**src/rtl/mux_sel_sequencer.sv**
```systemverilog
// Timed scan sequencer for a 5-to-1 select mux: steps s2..s0, samples M per slot.
// Optional manual source selection via `define MUX_SEQ_MANUAL_EN.
module mux_sel_sequencer #(
  parameter int DATA_WIDTH = 3,
  parameter int DWELL_W    = 4
) (
  input  logic                  clk,
  input  logic                  rst,
  input  logic                  en,
  input  logic [DWELL_W-1:0]    dwell,
  input  logic [DATA_WIDTH-1:0] m_in,
`ifdef MUX_SEQ_MANUAL_EN
  input  logic                  mode,
  input  logic [2:0]            man_sel,
`endif
  output logic                  s2,
  output logic                  s1,
  output logic                  s0,
  output logic [DATA_WIDTH-1:0] m_out,
  output logic [2:0]            m_idx,
  output logic                  m_valid,
  output logic                  scan_done
);

  typedef enum logic [1:0] {
    IDLE,
    SETTLE,
    SAMPLE
  } state_t;

  state_t                r_state;
  state_t                w_state_nxt;
  logic [2:0]            r_idx;
  logic [2:0]            w_idx_nxt;
  logic [DWELL_W-1:0]    r_cnt;
  logic [DWELL_W-1:0]    w_cnt_nxt;
  logic [2:0]            r_sel;
  logic [DATA_WIDTH-1:0] r_m_out;
  logic [2:0]            r_m_idx;
  logic                  r_m_valid;
  logic                  r_scan_done;

  logic                  w_take;
  logic [DWELL_W-1:0]    w_dwell_ld;
  logic [2:0]            w_idx_inc;
  logic [2:0]            w_idx_adv;
  logic [2:0]            w_idx_entry;

  // A zero dwell still needs one settle cycle before capture.
  assign w_dwell_ld = (dwell == '0) ? DWELL_W'(1) : dwell;
  assign w_idx_inc  = (r_idx == 3'd4) ? 3'd0 : r_idx + 3'd1;

`ifdef MUX_SEQ_MANUAL_EN
  logic [2:0] w_man;
  assign w_man       = (man_sel > 3'd4) ? 3'd4 : man_sel;
  assign w_idx_adv   = mode ? w_man : w_idx_inc;
  assign w_idx_entry = mode ? w_man : r_idx;
`else
  assign w_idx_adv   = w_idx_inc;
  assign w_idx_entry = r_idx;
`endif

  always_comb begin
    w_state_nxt = r_state;
    w_idx_nxt   = r_idx;
    w_cnt_nxt   = r_cnt;
    w_take      = 1'b0;
    unique case (r_state)
      IDLE: begin
        if (en) begin
          w_state_nxt = SETTLE;
          w_cnt_nxt   = w_dwell_ld;
          w_idx_nxt   = w_idx_entry;
        end
      end
      SETTLE: begin
        w_cnt_nxt = r_cnt - 1'b1;
        if (r_cnt <= DWELL_W'(1)) begin
          w_state_nxt = SAMPLE;
        end
      end
      SAMPLE: begin
        w_take    = 1'b1;
        w_idx_nxt = w_idx_adv;
        if (en) begin
          w_state_nxt = SETTLE;
          w_cnt_nxt   = w_dwell_ld;
        end else begin
          w_state_nxt = IDLE;
          w_cnt_nxt   = '0;
        end
      end
      default: begin
        w_state_nxt = IDLE;
        w_idx_nxt   = 3'd0;
        w_cnt_nxt   = '0;
      end
    endcase
  end

  always_ff @(posedge clk) begin
    if (rst) begin
      r_state     <= IDLE;
      r_idx       <= 3'd0;
      r_cnt       <= '0;
      r_sel       <= 3'd0;
      r_m_out     <= '0;
      r_m_idx     <= 3'd0;
      r_m_valid   <= 1'b0;
      r_scan_done <= 1'b0;
    end else begin
      r_state     <= w_state_nxt;
      r_idx       <= w_idx_nxt;
      r_cnt       <= w_cnt_nxt;
      // Select encoding equals the source index (U..Y = 0..4).
      r_sel       <= w_idx_nxt;
      r_m_valid   <= w_take;
      r_scan_done <= w_take && (r_idx == 3'd4);
      if (w_take) begin
        r_m_out <= m_in;
        r_m_idx <= r_idx;
      end
    end
  end

  assign {s2, s1, s0} = r_sel;
  assign m_out        = r_m_out;
  assign m_idx        = r_m_idx;
  assign m_valid      = r_m_valid;
  assign scan_done    = r_scan_done;

endmodule

```
**config.mk**
```make
export PLATFORM = sky130hd
export DESIGN_NAME = mux_sel_sequencer
export DESIGN_NICKNAME = d
export VERILOG_FILES = /design/src/rtl/mux_sel_sequencer.sv
export SDC_FILE = /design/constraint.sdc
export NUM_CORES = 1
export LEC_CHECK = 0
export CAP_MARGIN = 15
export CORE_MARGIN = 3
export CORE_UTILIZATION = 50
export DETAILED_ROUTE_END_ITERATION = 10
export PLACE_DENSITY = 0.92
export SLEW_MARGIN = 30
export SYNTH_ARGS = -nofsm -noshare
export SYNTH_HDL_FRONTEND = slang
export SYNTH_SLANG_ARGS = --single-unit
```
**constraint.sdc**
```tcl
create_clock -name clk -period 2.8 [get_ports clk]
set_input_delay 0.28 -clock clk [delete_from_list [all_inputs] [get_ports clk]]
set_output_delay 0.28 -clock clk [all_outputs]
set_load 0.01 [all_outputs]
```
# After elaboration in Yosys (flattened, before gate mapping)
# Cells that the tools add are included.
dict set report word_totals {
  register_bits 17
  in_bits 10
  out_inout_bits 11
  wordCells 31
}
dict set report op_classes {
  add_sub_neg 2
  n_lt_le_gt_ge 1
  n_eq_ne 5
  mux 11
  n_reduce_logical 5
}
# cell n
set op_table {}
lappend op_table {{$mux 4} 3}
lappend op_table {{$pmux 4 s3} 1}
lappend op_table {{$pmux 2 s3} 1}
lappend op_table {{$pmux 3 s2} 1}
lappend op_table {{$le 4x1->1 const B} 1}
lappend op_table {{$logic_not 4->1} 1}
lappend op_table {{$mux 2} 2}
lappend op_table {{$ne 2x2->1 const B} 2}
lappend op_table {{$sub 4x1->4 const B} 1}
lappend op_table {{$add 3x1->3 const B} 1}
lappend op_table {{$eq 3x3->1 const B} 1}
lappend op_table {{$mux 3} 1}
lappend op_table {{$eq 2x1->1 const B} 1}
lappend op_table {{$eq 2x2->1 const B} 1}
lappend op_table {{$logic_not 2->1} 1}
lappend op_table {{$mux 1} 2}
lappend op_table {{$reduce_and 2->1} 1}
lappend op_table {{$reduce_or 2->1} 1}
lappend op_table {{$logic_and 1x1->1} 1}

# Depth between registers and ports, before layout
dict set report depth {
  word_depth 4
  mapped_depth 5
  ltp_nobuf 5
}

# Worst setup path before layout
# No wires, ideal clock.
dict set report synth_timing {
  path_type {register to register}
  start {register r_cnt[0]}
  end {register r_state[1]}
  setup_ps 117
  arrival_ps 982
  path_slack_ps 1700
  path_stages_with_launch 5
  period_less_slack_ps 1100
  path_cell_list {dfxtp_1 inv_1 ha_1 nor2_1 and4bb_2}
}
dict set report synth_between {
  elab_chain_len 3
}
# item line
set synth_rtl {}
lappend synth_rtl {{from (decl)} 35} ;# logic [DWELL_W-1:0] r_cnt;
lappend synth_rtl {{from (signal assigned)} 114} ;# r_cnt <= w_cnt_nxt;
lappend synth_rtl {{$le 4x1->1} 78} ;# if (r_cnt <= DWELL_W'(1)) begin
lappend synth_rtl {{$ne 2x2->1 (no source line)} -}
lappend synth_rtl {{$reduce_and 2->1 (no source line)} -}
lappend synth_rtl {{to (signal assigned)} 112} ;# r_state <= w_state_nxt;
lappend synth_rtl {{to (decl)} 31} ;# state_t r_state;
# No other way between the ends.
# A chain may end at the register's enable or synchronous reset.

# Worst setup path after layout
dict set report layout_timing {
  start {register r_sel[1]}
  end {output s1}
}
# item line
set layout_rtl {}
lappend layout_rtl {{from (decl)} 37} ;# logic [2:0] r_sel;
lappend layout_rtl {{from (signal assigned)} 116} ;# r_sel <= w_idx_nxt;
lappend layout_rtl {{to (decl)} 17} ;# output logic s1,
# No word-level cell between the ends.

==> impl_metrics.yaml <==
pwr:
  max-vdd-ir-drop_v: 0.000274
  power.density_nw_per_um2: 468
  p_leak_nw: 0.365
timing:
  fin_crit_sh: 0.555
  fmax_mhz: 644
  setup_viol: 0
  fin_crit_ns: 1.55
  hold_violations: 0
  maxSlewViolCount: 0
  tns_ns: 0
  relSlewSlack: 0.616
  rsz0062_at_grt: "false"
  fin_skew_ns: 0.00169
  tightest_slew_ns: 0.574
drt:
  drt_iter0_drc: 9
  vias_per_cell: 5.58
  ant_nets: 0
  dr_total_vias: 726
  post_drt_wl_per_cell_microns: 13.5
  routed_wl_mm: 1.75
  drc: 0
  drtPass1Iterations: 4
clocking:
  tritoncts: "built"
  clkLatencyLatePin_ns: 0.29
  ctsResizeCount: 0
  cts_max_level: 1
  clk_pin_slew_ns: 0.09
  cts-root-buf: "clkbuf_4"
  numClockSinks: 17
  post_cts_buffers: 0
  cts_hold_buf: 0
  cts_buffer_depth: 2
  numCtsBuffers: 3
cells_and_area:
  fillers: 107
  regArea_sq_um: 340
  n_antenna_cell: 0
  area_growth_pct: 25.3
  nNetsFinal: 130
  layout-drive-gt1-share: 0.0696
  final_cells: 130
  multi_input_area_sq_um: 409
grt:
  antenna_found_initial: 0
  gr-total-overflow: 0
  track_usage: 0.182
  grt_pass1_wl_mm: 2.82
  first_global_vias: 698
  grt_max_degree: 18
place:
  gp_congestion: 0.826
  dp.cells: 126
  place_hpwl_mm: 1.33
  io_buffer_count: 20
critical_path:
  path_class: "flip-flop to output port"
  cp_top_family: "buffers and inverters"
  crit_arrival_ns: 1.27
  worstPathCellList: "clkdlybuf4s50_1"
  cpPeakStageDelay_ns: 0.57
  critPathBufInv: 1
  crit_slowest_cell: "clkdlybuf4s50_1"
  path_max_fanout: 5
  start_kind: "flip-flop"
  cp-end-kind: "output port"
  worstPathRequired_ns: 2.52
synth:
  yosys.area_share.simple: 0.249
  synthXorXnorAreaFrac: 0
  yosysUniqueCellTypes: 30
  synth_top_family_by_area: "simple AND/OR/NAND/NOR gates"
  synth_seq_area_share: 0.418
  synth.top_cell.area_share: 0.418
  synthesis.nets: 110
  synth_seq_cells: 17
  syn_area_sq_um: 815
  yosysWarnings: 0
  avgSynthCellArea_sq_um: 8.48
  yosysTopAreaCell: "dfxtp_1"
  synth_compound_area_frac: 0.180
  synth.area.top_cells: "dfxtp_1 42%, a21oi_1 8.0%, nand2_1 6.5%"
  synth_mux_area_frac: 0.0123
  syn_inst: 96
  synthAdderAreaFrac: 0.0614
die:
  core_sq_um: 1420
  ioPinCount: 21
  die_area_sq_um: 2150
  die_h_microns: 46.4
  start_util: 0.576
  die_w_microns: 46.4
  rows: 13
outcome:
  outcome: "completed"
hold_path:
  hp-class: "flip-flop to flip-flop"
flow_run:
  cap_viol_max_count: 0
-- synthesized netlist by cell type --
library cell	n
inv_1	7
nand2b_1	1
nand3b_2	1
nor4_1	1
buf_6	2
nand3_1	1
a31oi_1	1
buf_4	1
a21oi_1	13
a22oi_1	1
buf_2	1
nor3_1	3
dfxtp_1	17
o41ai_1	1
nor2_1	6
nor3b_1	2
a32oi_1	1
o221ai_1	1
o21ai_0	4
nor2b_1	4
o31a_1	1
and4bb_2	1
and2b_2	2
nand2_1	14
o21ai_1	1
o31ai_1	1
ha_1	4
nor2b_4	1
mux2i_1	1
clkbuf_1	1
-- metrics by stage --
stage	area [sq um]	setup WS (ns)	power, mW	util	hold WS (ns)
5_1_grt	1020	1.20	0.499	0.721	0.486
4_1_cts	1020	1.23	0.480	0.721	0.467
3_5_place_dp	995	1.26	0.355	0.703	0.455
6_report	1020	1.25	0.478	0.721	0.460
2_1_floorplan	815	1.70	0.327	-	0.416
3_3_place_gp	995	1.29	0.350	0.703	0.443
-- routing by layer --
layer  share of wire  vias to the layer above  global-route usage
li1                -                      364                   -
met1            0.44                      346               0.212
met2            0.50                       16               0.310
met3           0.055                        0              0.0625
met4               0                        0              0.0568
met5               0                        -                   0
-- cell usage in the layout, fill, tap and decap left out, drive strengths merged --
master,synthesis,layout
a21oi,13,13
a22oi,1,1
a31oi,1,1
a32oi,1,1
and2b,2,2
and4bb,1,1
clkbuf,1,4
clkdlybuf4s50,0,20
dfxtp,17,17
ha,4,4
inv,7,7
mux2i,1,1
nand2,14,14
nand2b,1,1
nand3,1,1
nand3b,1,1
nor2,6,6
nor2b,5,5
nor3,3,3
nor3b,2,2
nor4,1,1
o21ai,5,5
o221ai,1,1
o31a,1,1
o31ai,1,1
o41ai,1,1
-- final timing paths --
kind              startpoint       end  slack, ns  cells past startpoint
hold / removal      m_out[1]  m_out[1]       0.46                      2
setup reg to reg  r_state[0]  m_out[2]       1.47                      3
setup / recovery    r_sel[1]        s1       1.25                      1
hold reg to reg     m_out[1]  m_out[1]       0.46                      2
-- registers in the layout (all words and copies together) (netlist names) --
name,cells
m_idx,3
scan_done,1
r_state,2
m_valid,1
r_cnt,4
r_sel,3
m_out,3
-- power breakdown --
part           internal, mW  switching [mW]
sequential            0.253          0.0184
clock                0.0554          0.0723
combinational        0.0421          0.0367
-- cell families after synthesis --
logic type                 count (synthesis)
and+or+nand+nor                           37
AOI/OAI and AO/OA                         25
DFF                                       17
buffers and inverters                     12
adders and majority gates                  4
muxes                                      1
-- area by class of cell --
class	instances	area share
multi-input cells	67	0.401
well taps	15	0.0184
repair buffers	20	0.196
inverters	7	0.0257
clock buffers	4	0.0257
flip-flops and latches	17	0.333
(Power assumes the default switching activity.)
